<file path="config.mk">
export PLATFORM = sky130hd
export DESIGN_NAME = path_delay_monitor
export DESIGN_NICKNAME = d
export VERILOG_FILES = /design/src/rtl/path_delay_monitor.sv
export SDC_FILE = /design/constraint.sdc
export NUM_CORES = 1
export LEC_CHECK = 0
export CORE_MARGIN = 2
export CORE_UTILIZATION = 50
export DETAILED_ROUTE_END_ITERATION = 6
export PLACE_DENSITY_LB_ADDON = 0.1
export SLEW_MARGIN = 20
export SYNTH_ARGS = -nofsm -noshare
export SYNTH_HDL_FRONTEND = slang
export SYNTH_SLANG_ARGS = --single-unit
</file>
<file path="constraint.sdc">
create_clock -name clk_i -period 5.7 [get_ports clk_i]
set_input_delay 1.425 -clock clk_i [delete_from_list [all_inputs] [get_ports clk_i]]
set_output_delay 1.425 -clock clk_i [all_outputs]
set_load 0.1 [all_outputs]
</file>
<file path="src/rtl/path_delay_monitor.sv">
//------------------------------------------------------------------------------
// Module  : path_delay_monitor
// Brief   : Launches a transition into a monitored path and averages the arrival
//           delay over NUM_SAMPLES runs. Optional PDM_MINMAX_EN adds min/max ports.
// Revision: 1.0
//------------------------------------------------------------------------------
`default_nettype none

module path_delay_monitor #(
    parameter int CNT_W       = 16,
    parameter int NUM_SAMPLES = 8,
    parameter int SETTLE      = 16,
    parameter int TIMEOUT     = 1023,
    parameter int MARGIN      = 2
) (
    input  logic             clk_i,
    input  logic             rst_ni,
    input  logic             start_i,
    input  logic [CNT_W-1:0] golden_delay_i,
    input  logic             path_out_i,
    output logic             launch_o,
    output logic             busy_o,
    output logic             done_o,
    output logic [CNT_W-1:0] delay_out_o,
    output logic             alarm_o,
`ifdef PDM_MINMAX_EN
    output logic [CNT_W-1:0] min_delay_o,
    output logic [CNT_W-1:0] max_delay_o,
`endif
    output logic             timeout_o
);

    localparam int c_LOG2N = $clog2(NUM_SAMPLES);
    localparam int c_IDX_W = (c_LOG2N > 0) ? c_LOG2N : 1;
    localparam int c_SUM_W = CNT_W + c_LOG2N;

    localparam logic [2:0] S_IDLE    = 3'd0;
    localparam logic [2:0] S_SETTLE  = 3'd1;
    localparam logic [2:0] S_LAUNCH  = 3'd2;
    localparam logic [2:0] S_MEASURE = 3'd3;
    localparam logic [2:0] S_REPORT  = 3'd4;

    logic [2:0]         state_q, state_d;
    logic               sync1_q, sync2_q;
    logic               ref_q, ref_d;
    logic               launch_q, launch_d;
    logic [CNT_W-1:0]   cnt_q, cnt_d;
    logic [c_IDX_W-1:0] idx_q, idx_d;
    logic [c_SUM_W-1:0] sum_q, sum_d;
    logic [CNT_W-1:0]   golden_q, golden_d;
    logic [CNT_W-1:0]   delay_q, delay_d;
    logic               alarm_q, alarm_d;
    logic               timeout_q, timeout_d;

    logic               w_changed, w_settled, w_last, w_tmo, w_alarm;
    logic [CNT_W-1:0]   w_cnt_inc, w_avg;
    logic [c_SUM_W-1:0] w_sum_nxt;
    logic [CNT_W:0]     w_avg_x, w_gold_x;

    assign w_changed = (sync2_q != ref_q);
    assign w_cnt_inc = cnt_q + 1'b1;
    assign w_settled = (cnt_q == CNT_W'(SETTLE - 1));
    assign w_last    = (idx_q == c_IDX_W'(NUM_SAMPLES - 1));
    assign w_tmo     = !w_changed && (w_cnt_inc == CNT_W'(TIMEOUT));
    assign w_sum_nxt = sum_q + c_SUM_W'(w_cnt_inc);
    assign w_avg     = CNT_W'(w_sum_nxt >> c_LOG2N);
    // One extra bit so golden + MARGIN and avg + MARGIN cannot wrap.
    assign w_avg_x   = {1'b0, w_avg};
    assign w_gold_x  = {1'b0, golden_q};

`ifdef PDM_MINMAX_EN
    logic [CNT_W-1:0] min_q, min_d, max_q, max_d;
    logic [CNT_W-1:0] min_out_q, min_out_d, max_out_q, max_out_d;
    logic [CNT_W-1:0] w_min_nxt, w_max_nxt;

    assign w_min_nxt = (w_cnt_inc < min_q) ? w_cnt_inc : min_q;
    assign w_max_nxt = (w_cnt_inc > max_q) ? w_cnt_inc : max_q;
    assign w_alarm   = (w_avg_x > w_gold_x + (CNT_W+1)'(MARGIN)) ||
                       (w_avg_x + (CNT_W+1)'(MARGIN) < w_gold_x) ||
                       ((w_max_nxt - w_min_nxt) > CNT_W'(MARGIN));
`else
    assign w_alarm   = (w_avg_x > w_gold_x + (CNT_W+1)'(MARGIN)) ||
                       (w_avg_x + (CNT_W+1)'(MARGIN) < w_gold_x);
`endif

    always_ff @(posedge clk_i or negedge rst_ni) begin
        if (!rst_ni) begin
            state_q <= S_IDLE;
        end else begin
            state_q <= state_d;
        end
    end

    always_comb begin
        state_d = state_q;
        case (state_q)
            S_IDLE:    if (start_i) state_d = S_SETTLE;
            S_SETTLE:  if (w_settled) state_d = S_LAUNCH;
            S_LAUNCH:  state_d = S_MEASURE;
            S_MEASURE: begin
                if (w_tmo) begin
                    state_d = S_REPORT;
                end else if (w_changed) begin
                    state_d = w_last ? S_REPORT : S_SETTLE;
                end
            end
            S_REPORT:  state_d = S_IDLE;
            default:   state_d = S_IDLE;
        endcase
    end

    always_comb begin
        ref_d     = ref_q;
        launch_d  = launch_q;
        cnt_d     = cnt_q;
        idx_d     = idx_q;
        sum_d     = sum_q;
        golden_d  = golden_q;
        delay_d   = delay_q;
        alarm_d   = alarm_q;
        timeout_d = timeout_q;
`ifdef PDM_MINMAX_EN
        min_d     = min_q;
        max_d     = max_q;
        min_out_d = min_out_q;
        max_out_d = max_out_q;
`endif
        case (state_q)
            S_IDLE: begin
                if (start_i) begin
                    golden_d  = golden_delay_i;
                    sum_d     = '0;
                    idx_d     = '0;
                    cnt_d     = '0;
                    delay_d   = '0;
                    alarm_d   = 1'b0;
                    timeout_d = 1'b0;
`ifdef PDM_MINMAX_EN
                    min_d     = '1;
                    max_d     = '0;
                    min_out_d = '0;
                    max_out_d = '0;
`endif
                end
            end
            S_SETTLE: begin
                cnt_d = w_cnt_inc;
                if (w_settled) begin
                    // The launch edge and the reference sample share this clock edge.
                    ref_d    = sync2_q;
                    launch_d = ~launch_q;
                    cnt_d    = '0;
                end
            end
            S_LAUNCH: cnt_d = '0;
            S_MEASURE: begin
                cnt_d = w_cnt_inc;
                if (w_tmo) begin
                    delay_d   = '1;
                    alarm_d   = 1'b1;
                    timeout_d = 1'b1;
`ifdef PDM_MINMAX_EN
                    min_out_d = '1;
                    max_out_d = '1;
`endif
                end else if (w_changed) begin
                    sum_d = w_sum_nxt;
                    idx_d = idx_q + 1'b1;
                    cnt_d = '0;
`ifdef PDM_MINMAX_EN
                    min_d = w_min_nxt;
                    max_d = w_max_nxt;
`endif
                    if (w_last) begin
                        delay_d = w_avg;
                        alarm_d = w_alarm;
`ifdef PDM_MINMAX_EN
                        min_out_d = w_min_nxt;
                        max_out_d = w_max_nxt;
`endif
                    end
                end
            end
            default: ;
        endcase
    end

    always_ff @(posedge clk_i or negedge rst_ni) begin
        if (!rst_ni) begin
            sync1_q   <= 1'b0;
            sync2_q   <= 1'b0;
            ref_q     <= 1'b0;
            launch_q  <= 1'b0;
            cnt_q     <= '0;
            idx_q     <= '0;
            sum_q     <= '0;
            golden_q  <= '0;
            delay_q   <= '0;
            alarm_q   <= 1'b0;
            timeout_q <= 1'b0;
`ifdef PDM_MINMAX_EN
            min_q     <= '0;
            max_q     <= '0;
            min_out_q <= '0;
            max_out_q <= '0;
`endif
        end else begin
            sync1_q   <= path_out_i;
            sync2_q   <= sync1_q;
            ref_q     <= ref_d;
            launch_q  <= launch_d;
            cnt_q     <= cnt_d;
            idx_q     <= idx_d;
            sum_q     <= sum_d;
            golden_q  <= golden_d;
            delay_q   <= delay_d;
            alarm_q   <= alarm_d;
            timeout_q <= timeout_d;
`ifdef PDM_MINMAX_EN
            min_q     <= min_d;
            max_q     <= max_d;
            min_out_q <= min_out_d;
            max_out_q <= max_out_d;
`endif
        end
    end

    always_comb begin
        busy_o      = (state_q == S_SETTLE) || (state_q == S_LAUNCH) || (state_q == S_MEASURE);
        done_o      = (state_q == S_REPORT);
        launch_o    = launch_q;
        delay_out_o = delay_q;
        alarm_o     = alarm_q;
        timeout_o   = timeout_q;
`ifdef PDM_MINMAX_EN
        min_delay_o = min_out_q;
        max_delay_o = max_out_q;
`endif
    end

endmodule

`default_nettype wire

</file>
==> results of run 1 <==
## what timing repair did
action | CTS | global route
endpoints found under the setup margin | 0 | 1
gates resized for setup | 0 | 6
hold buffers | 0 | 0
setup buffers | 0 | 1
## state kept, by name, indices dropped and copies added (netlist names), 3 cells and up
name,count
idx_q,3
state_q,3
cnt_q,16
sum_q,19
delay_out_o,16
golden_q,16
## through the flow
stage          hold WS [ns]  power [uW]  cells  worst slack [ns]
2_1_floorplan        0.3312        2483    667            0.7924
3_3_place_gp         0.3344        3021    826            0.4655
6_report             0.3483        3773    844            0.4026
4_1_cts              0.3482        3754    842            0.2338
5_1_grt              0.3609        4081    844           0.01476
3_5_place_dp         0.3347        3084    826            0.2630
## power groups by stage
stage | sequential (uW) | clock, uW | combinational (uW)
after floorplan | 996 | 0 | 1490
after global placement | 909 | 0 | 2110
after detailed placement | 915 | 0 | 2170
after CTS | 908 | 648 | 2200
after global routing | 944 | 673 | 2460
final | 916 | 637 | 2220
## cells in the final DEF (no fill, tap or decap), drive strengths merged, types with 17 or more instances in the layout
cell / synthesis / final
a21oi: 26 / 26
a22o: 17 / 17
clkdlybuf4s50: 0 / 39
dfrtp: 79 / 79
inv: 35 / 35
nand2: 85 / 85
o21ai: 80 / 80
nand3: 19 / 19
nor2: 31 / 31
xnor2: 40 / 40
ha: 55 / 55
## final timing paths
kind | endpoint
max in group asynchronous | golden_q[6]
max reg2reg | alarm_o
min | sync2_q
max | alarm_o
min in group asynchronous | cnt_q[2]
min reg2reg | sync2_q
## cell families after synthesis
family                   Yosys count
adder cells (fa/ha/maj)           56
AND/OR/NAND/NOR                  220
buffers and inverters             67
XOR/XNOR                          54
flip-flops                        79
AO/OA/AOI/OAI                    186
multiplexers                       5
## metal layers
layer | vias up | GRT usage (%)
met5 | - | 0
met4 | 0 | 12.43
met3 | 32 | 4.355
met2 | 92 | 40.61
met1 | 2447 | 31.74
li1 | 2470 | -
## worst register-to-register path: cells and delay by family, from the launching register on
family | cells | cell delay (ns)
AO/OA/AOI/OAI | 7 | 1.30
adder cells (fa/ha/maj) | 2 | 0.63
XOR/XNOR | 3 | 0.66
AND/OR/NAND/NOR | 8 | 2.17
flip-flops | 1 | 0.47
## final cells by class
type | count | share of cell area [%]
Multi-Input combinational cell | 521 | 53.75
Sequential cell | 79 | 29.58
Timing Repair Buffer | 49 | 7.133
Clock buffer | 10 | 3.576
Tap cell | 143 | 2.677
Inverter | 36 | 2.022
Clock inverter | 6 | 1.254
==> impl_metrics.json, run 1 <==
{
  "min_path_type": "reg2reg",
  "cts_buffers": 9,
  "start_util_pct": 51.05,
  "antenna_cells": 0,
  "die_w_um": 111.7,
  "required_ns": 5.97,
  "slew-limit-headroom_pct": 28.67,
  "vias": 5041,
  "combPwrFrac_pct": 58.8,
  "finalSetupTns_ns": 0,
  "pwr-share-clk_pct": 16.9,
  "antenna_found_initial": 0,
  "synth_area_leaders": "dfrtp_1 (34%), ha_1 (12%), o21ai_0 (6.8%)",
  "drv_cap": 0,
  "wl_met1_um": 6875,
  "firstDrtPassIters": 5,
  "synth_compound_area_share_pct": 21.13,
  "syn-num-nets": 743,
  "maxSlewViolCount": 0,
  "p_switching_uw": 1811,
  "netSwitchingFraction_pct": 47.99,
  "dpl.hpwl_um": 10910,
  "h-tree-depth": 3,
  "design_area_sq_um": 6683,
  "worst_path_max_delay_cell": "dfrtp_1",
  "worstPathCellList": "and4_1 > and2_1 > and3_1 > xor2_1 > ha_1 > nand2_1 > o21ai_0 > and3_1 > a311oi_2 > xnor2_2 > nand4_1 > nor3_2 > xnor2_1 > ha_1 > a211oi_1 > o21ai_0 > a31oi_1 > a211oi_1 > or4_1 > o21ai_1",
  "p_leak_uw": 0.003049,
  "cts_tree": "yes",
  "post-route-util_pct": 58.78,
  "r2r_slack_ns": 0.40,
  "cp-end-kind": "flop",
  "nNetsFinal": 772,
  "multi_input_area_sq_um": 3592,
  "synth_top_family_by_area": "compound AO/OA/AOI/OAI gates",
  "cts_num_sinks": 79,
  "avgSynthCellArea_sq_um": 8.702,
  "yosysSeqAreaShare_pct": 34.06,
  "yosys.area_share.simple_pct": 18.86,
  "grt_pass1_wl_um": 24690,
  "synth_edf_count": 0,
  "drt_wl_total_um": 14980,
  "drive_above_1_share_pct": 7.561,
  "synth_fa_ha_area_share_pct": 12.20,
  "final-setup-viol-count": 0,
  "cts_root_buf": "clkbuf_16",
  "top_layer": "met4",
  "cts.reportedPaths.clkPinSlew_ns": 0.06,
  "status": "completed",
  "startpoint_type": "flop",
  "die_h_um": 111.7,
  "fmax_ghz": 0.1888,
  "max_stage_delay_ns": 0.47,
  "finClkSkew_ns": 0.008249,
  "wl_met3_um": 571,
  "synth_seq_cells": 79,
  "ys_async_sr_fraction_pct": 100.0,
  "num-fill-cells": 1024,
  "grt_max_degree": 80,
  "synthXorXnorAreaFrac_pct": 8.278,
  "io_buffers": 40,
  "syn2layout_area_growth_pct": 15.13,
  "num_rows": 39,
  "power.density_nw_per_um2": 564.6,
  "yosys.cell_count.top_type": "nand2_1",
  "p_int_uw": 1962,
  "cp_max_fo": 9,
  "worst_slew_pin_slew_ns": 1.069,
  "r2r_start": "cnt_q[2]",
  "ys_types": 65,
  "dieArea_sq_um": 12490,
  "yosys_most_used_dff": "dfrtp_1",
  "track_usage_pct": 24.82,
  "seqPwrFrac_pct": 24.3,
  "crit_start": "cnt_q[2]",
  "coreArea_sq_um": 11370,
  "viasPerCell": 5.973,
  "hold_viol_final": 0,
  "antenna_left": 0,
  "yosysTopAreaCell": "dfrtp_1",
  "cp_top_family": "simple AND/OR/NAND/NOR gates",
  "wl_met2_um": 6969,
  "synth_top_area_share_pct": 34.06,
  "ioPinCount": 41,
  "gp_congestion": 0.9025,
  "drcViolationCount": 0,
  "path_buf_inv": 0,
  "dpl-instance-area_sq_um": 6309,
  "regArea_sq_um": 1977,
  "reg2reg_depth": 20,
  "rsz0062_at_grt": "false",
  "syn-cell-area_sq_um": 5804,
  "yosys_warnings": 0,
  "grt_pass1_vias": 4937,
  "synthMuxAreaShare_pct": 0.9054,
  "syn_inst": 667,
  "period_needed_ns": 5.297,
  "arrival_ns": 5.57,
  "drtIter0Drc": 360,
  "clk_latency_ns": 0.35,
  "period_share_pct": 92.94,
  "wl_per_cell_um": 17.75,
  "min-delay-start": "sync1_q",
  "critical_path_class": "reg2reg",
  "hold_depth": 0,
  "grt_remaining_overflow": 0,
  "synth_common_cells": "nand2_1 (85), dfrtp_1 (79), o21ai_0 (79), ha_1 (55), xnor2_1 (39)",
  "irDropWorstVdd_uv": 309.1,
  "cp.depth": 20,
  "cts_buffer_depth": 2
}
No activity file was read; power rests on OpenSTA's default activity.
==> run 2: changes to the inputs <==
CORE_UTILIZATION = 60   (was 50)
==> impl_metrics.json, run 2 (synthesis results as in run 1) <==
{
  "drt_wl_total_um": 14950,
  "worst_slew_pin_slew_ns": 1.042,
  "cts_root_buf": "clkbuf_8",
  "power.density_nw_per_um2": 544.7,
  "clk_latency_ns": 0.37,
  "cts.reportedPaths.clkPinSlew_ns": 0.09,
  "min-delay-start": "sync1_q",
  "drtIter0Drc": 366,
  "period_share_pct": 95.36,
  "critical_path_class": "reg2reg",
  "num_rows": 35,
  "design_area_sq_um": 6580,
  "cts_buffers": 9,
  "crit_start": "cnt_q[0]",
  "die_w_um": 102.4,
  "largest_register_ffs": 19,
  "dpl.hpwl_um": 11060,
  "viasPerCell": 6.116,
  "antenna_found_initial": 0,
  "finalSetupTns_ns": 0,
  "antenna_left": 0,
  "maxSlewViolCount": 0,
  "dpl-instance-area_sq_um": 6306,
  "hold_viol_final": 0,
  "nNetsFinal": 775,
  "required_ns": 5.99,
  "r2r_slack_ns": 0.26,
  "cp-end-kind": "flop",
  "top_register": "sum_q",
  "drcViolationCount": 0,
  "grt_pass1_wl_um": 24870,
  "ioPinCount": 41,
  "gp_congestion": 0.9385,
  "cts_tree": "yes",
  "arrival_ns": 5.73,
  "status": "completed",
  "regArea_sq_um": 1977,
  "num-fill-cells": 768,
  "slew-limit-headroom_pct": 30.48,
  "vias": 5095,
  "mostFrequentLayoutCells": "nand2_1 (85), o21ai_0 (79), dfrtp_1 (79)",
  "cts_buffer_depth": 2,
  "firstDrtPassIters": 5,
  "startpoint_type": "flop",
  "dieArea_sq_um": 10480,
  "final-setup-viol-count": 0,
  "die_h_um": 102.4,
  "cp_max_fo": 8,
  "finClkSkew_ns": 0.01467,
  "drv_cap": 0,
  "grt_remaining_overflow": 0,
  "p_leak_uw": 0.002989,
  "ctsHoldBuffers": 0,
  "multi_input_area_sq_um": 3608,
  "grt_max_degree": 80,
  "io_buffers": 40,
  "cts_num_sinks": 79,
  "fmax_ghz": 0.1840,
  "coreArea_sq_um": 9328,
  "h-tree-depth": 3,
  "drive_above_1_share_pct": 7.955,
  "irDropWorstVdd_uv": 343.8,
  "period_needed_ns": 5.435,
  "wl_per_cell_um": 17.94,
  "rsz0062_at_grt": "false",
  "antenna_cells": 0,
  "syn2layout_area_growth_pct": 13.36,
  "final_common_cell": "nand2_1",
  "grt_pass1_vias": 4958,
  "r2r_start": "cnt_q[0]",
  "track_usage_pct": 30.66,
  "min_path_type": "reg2reg",
  "start_util_pct": 62.23
}
==> run 2: cell types whose count changed in the layout (fill, tap and decap cells not counted), moves of 3 or more <==
cell and change:
clkinvlp_4 +3, clkbuf_8 +8, buf_4 +3, clkbuf_16 -9, clkinv_2 -3, inv_6 +3
==> run 2: cell type report <==
type	count	share of cell area, %
well taps	129	2.453
clock inverters	7	1.198
repair buffers	52	7.530
flip-flops and latches	79	30.04
multi-input cells	521	54.84
inverters	36	2.054
clock buffers	9	1.882
==> run 2: layer usage <==
layer / routed length, um / global-route usage, % / vias up / share of wire, %
li1: - / - / 2469 / -
met1: 7101 / 43.22 / 2464 / 48
met2: 6834 / 48.79 / 143 / 46
met3: 816 / 6.019 / 19 / 5.5
met4: 193 / 7.590 / 0 / 1.3
met5: 0 / 0 / - / 0
==> run 2: worst paths after layout <==
kind                            depth (start not counted)               to
worst max-delay path                                   22          alarm_o
worst min-delay path                                    0          sync2_q
worst max register to register                         22          alarm_o
worst min register to register                          0          sync2_q
max in group asynchronous                               1       state_q[0]
min in group asynchronous                               1  delay_out_o[12]
==> run 2: where the power goes <==
group	internal, uW	switching (uW)	total, uW
logic	841	1370	2210
registers	734	184	918
clock network	207	244	451
==> run 2: stage by stage <==
step / hold slack [ns] / utilization, % / setup slack, ns / cells / total power [uW]
floorplan: 0.3312 / - / 0.7924 / 667 / 2483
global placement: 0.3410 / 67.61 / 0.4720 / 814 / 2979
detailed placement: 0.3548 / 67.61 / 0.2021 / 814 / 3065
CTS: 0.3811 / 69.78 / 0.1351 / 830 / 3529
global route: 0.3792 / 70.54 / 0.003208 / 833 / 3893
finish: 0.3762 / 70.54 / 0.2646 / 833 / 3584
==> run 2: repair_timing <==
item / CTS / global route
setup endpoints to repair: 0 / 1
setup buffers: 0 / 2
resized for setup: 0 / 7
endpoints found under the hold margin: 0 / 0
==> run 2: critical path, stage by stage, from the launching register on <==
cell,delay [ns]
dfrtp_1,0.45
ha_2,0.30
and4_2,0.37
nand4_1,0.18
xor2_2,0.23
inv_1,0.07
ha_1,0.42
nand2_1,0.08
o21ai_0,0.39
and3_1,0.29
a311oi_4,0.07
xnor2_2,0.37
nand4_1,0.16
buf_4,0.18
nor3_2,0.22
xnor2_1,0.14
ha_1,0.26
a211oi_1,0.22
o21ai_0,0.17
a31oi_1,0.19
a211oi_1,0.07
or4_1,0.41
o21ai_1,0.14
==> run 3: changes to the inputs <==
CTS_CLUSTER_SIZE = 20   (was unset)
==> results of run 3 <==
Final layout, timing and power as in run 2 (identical DEF).
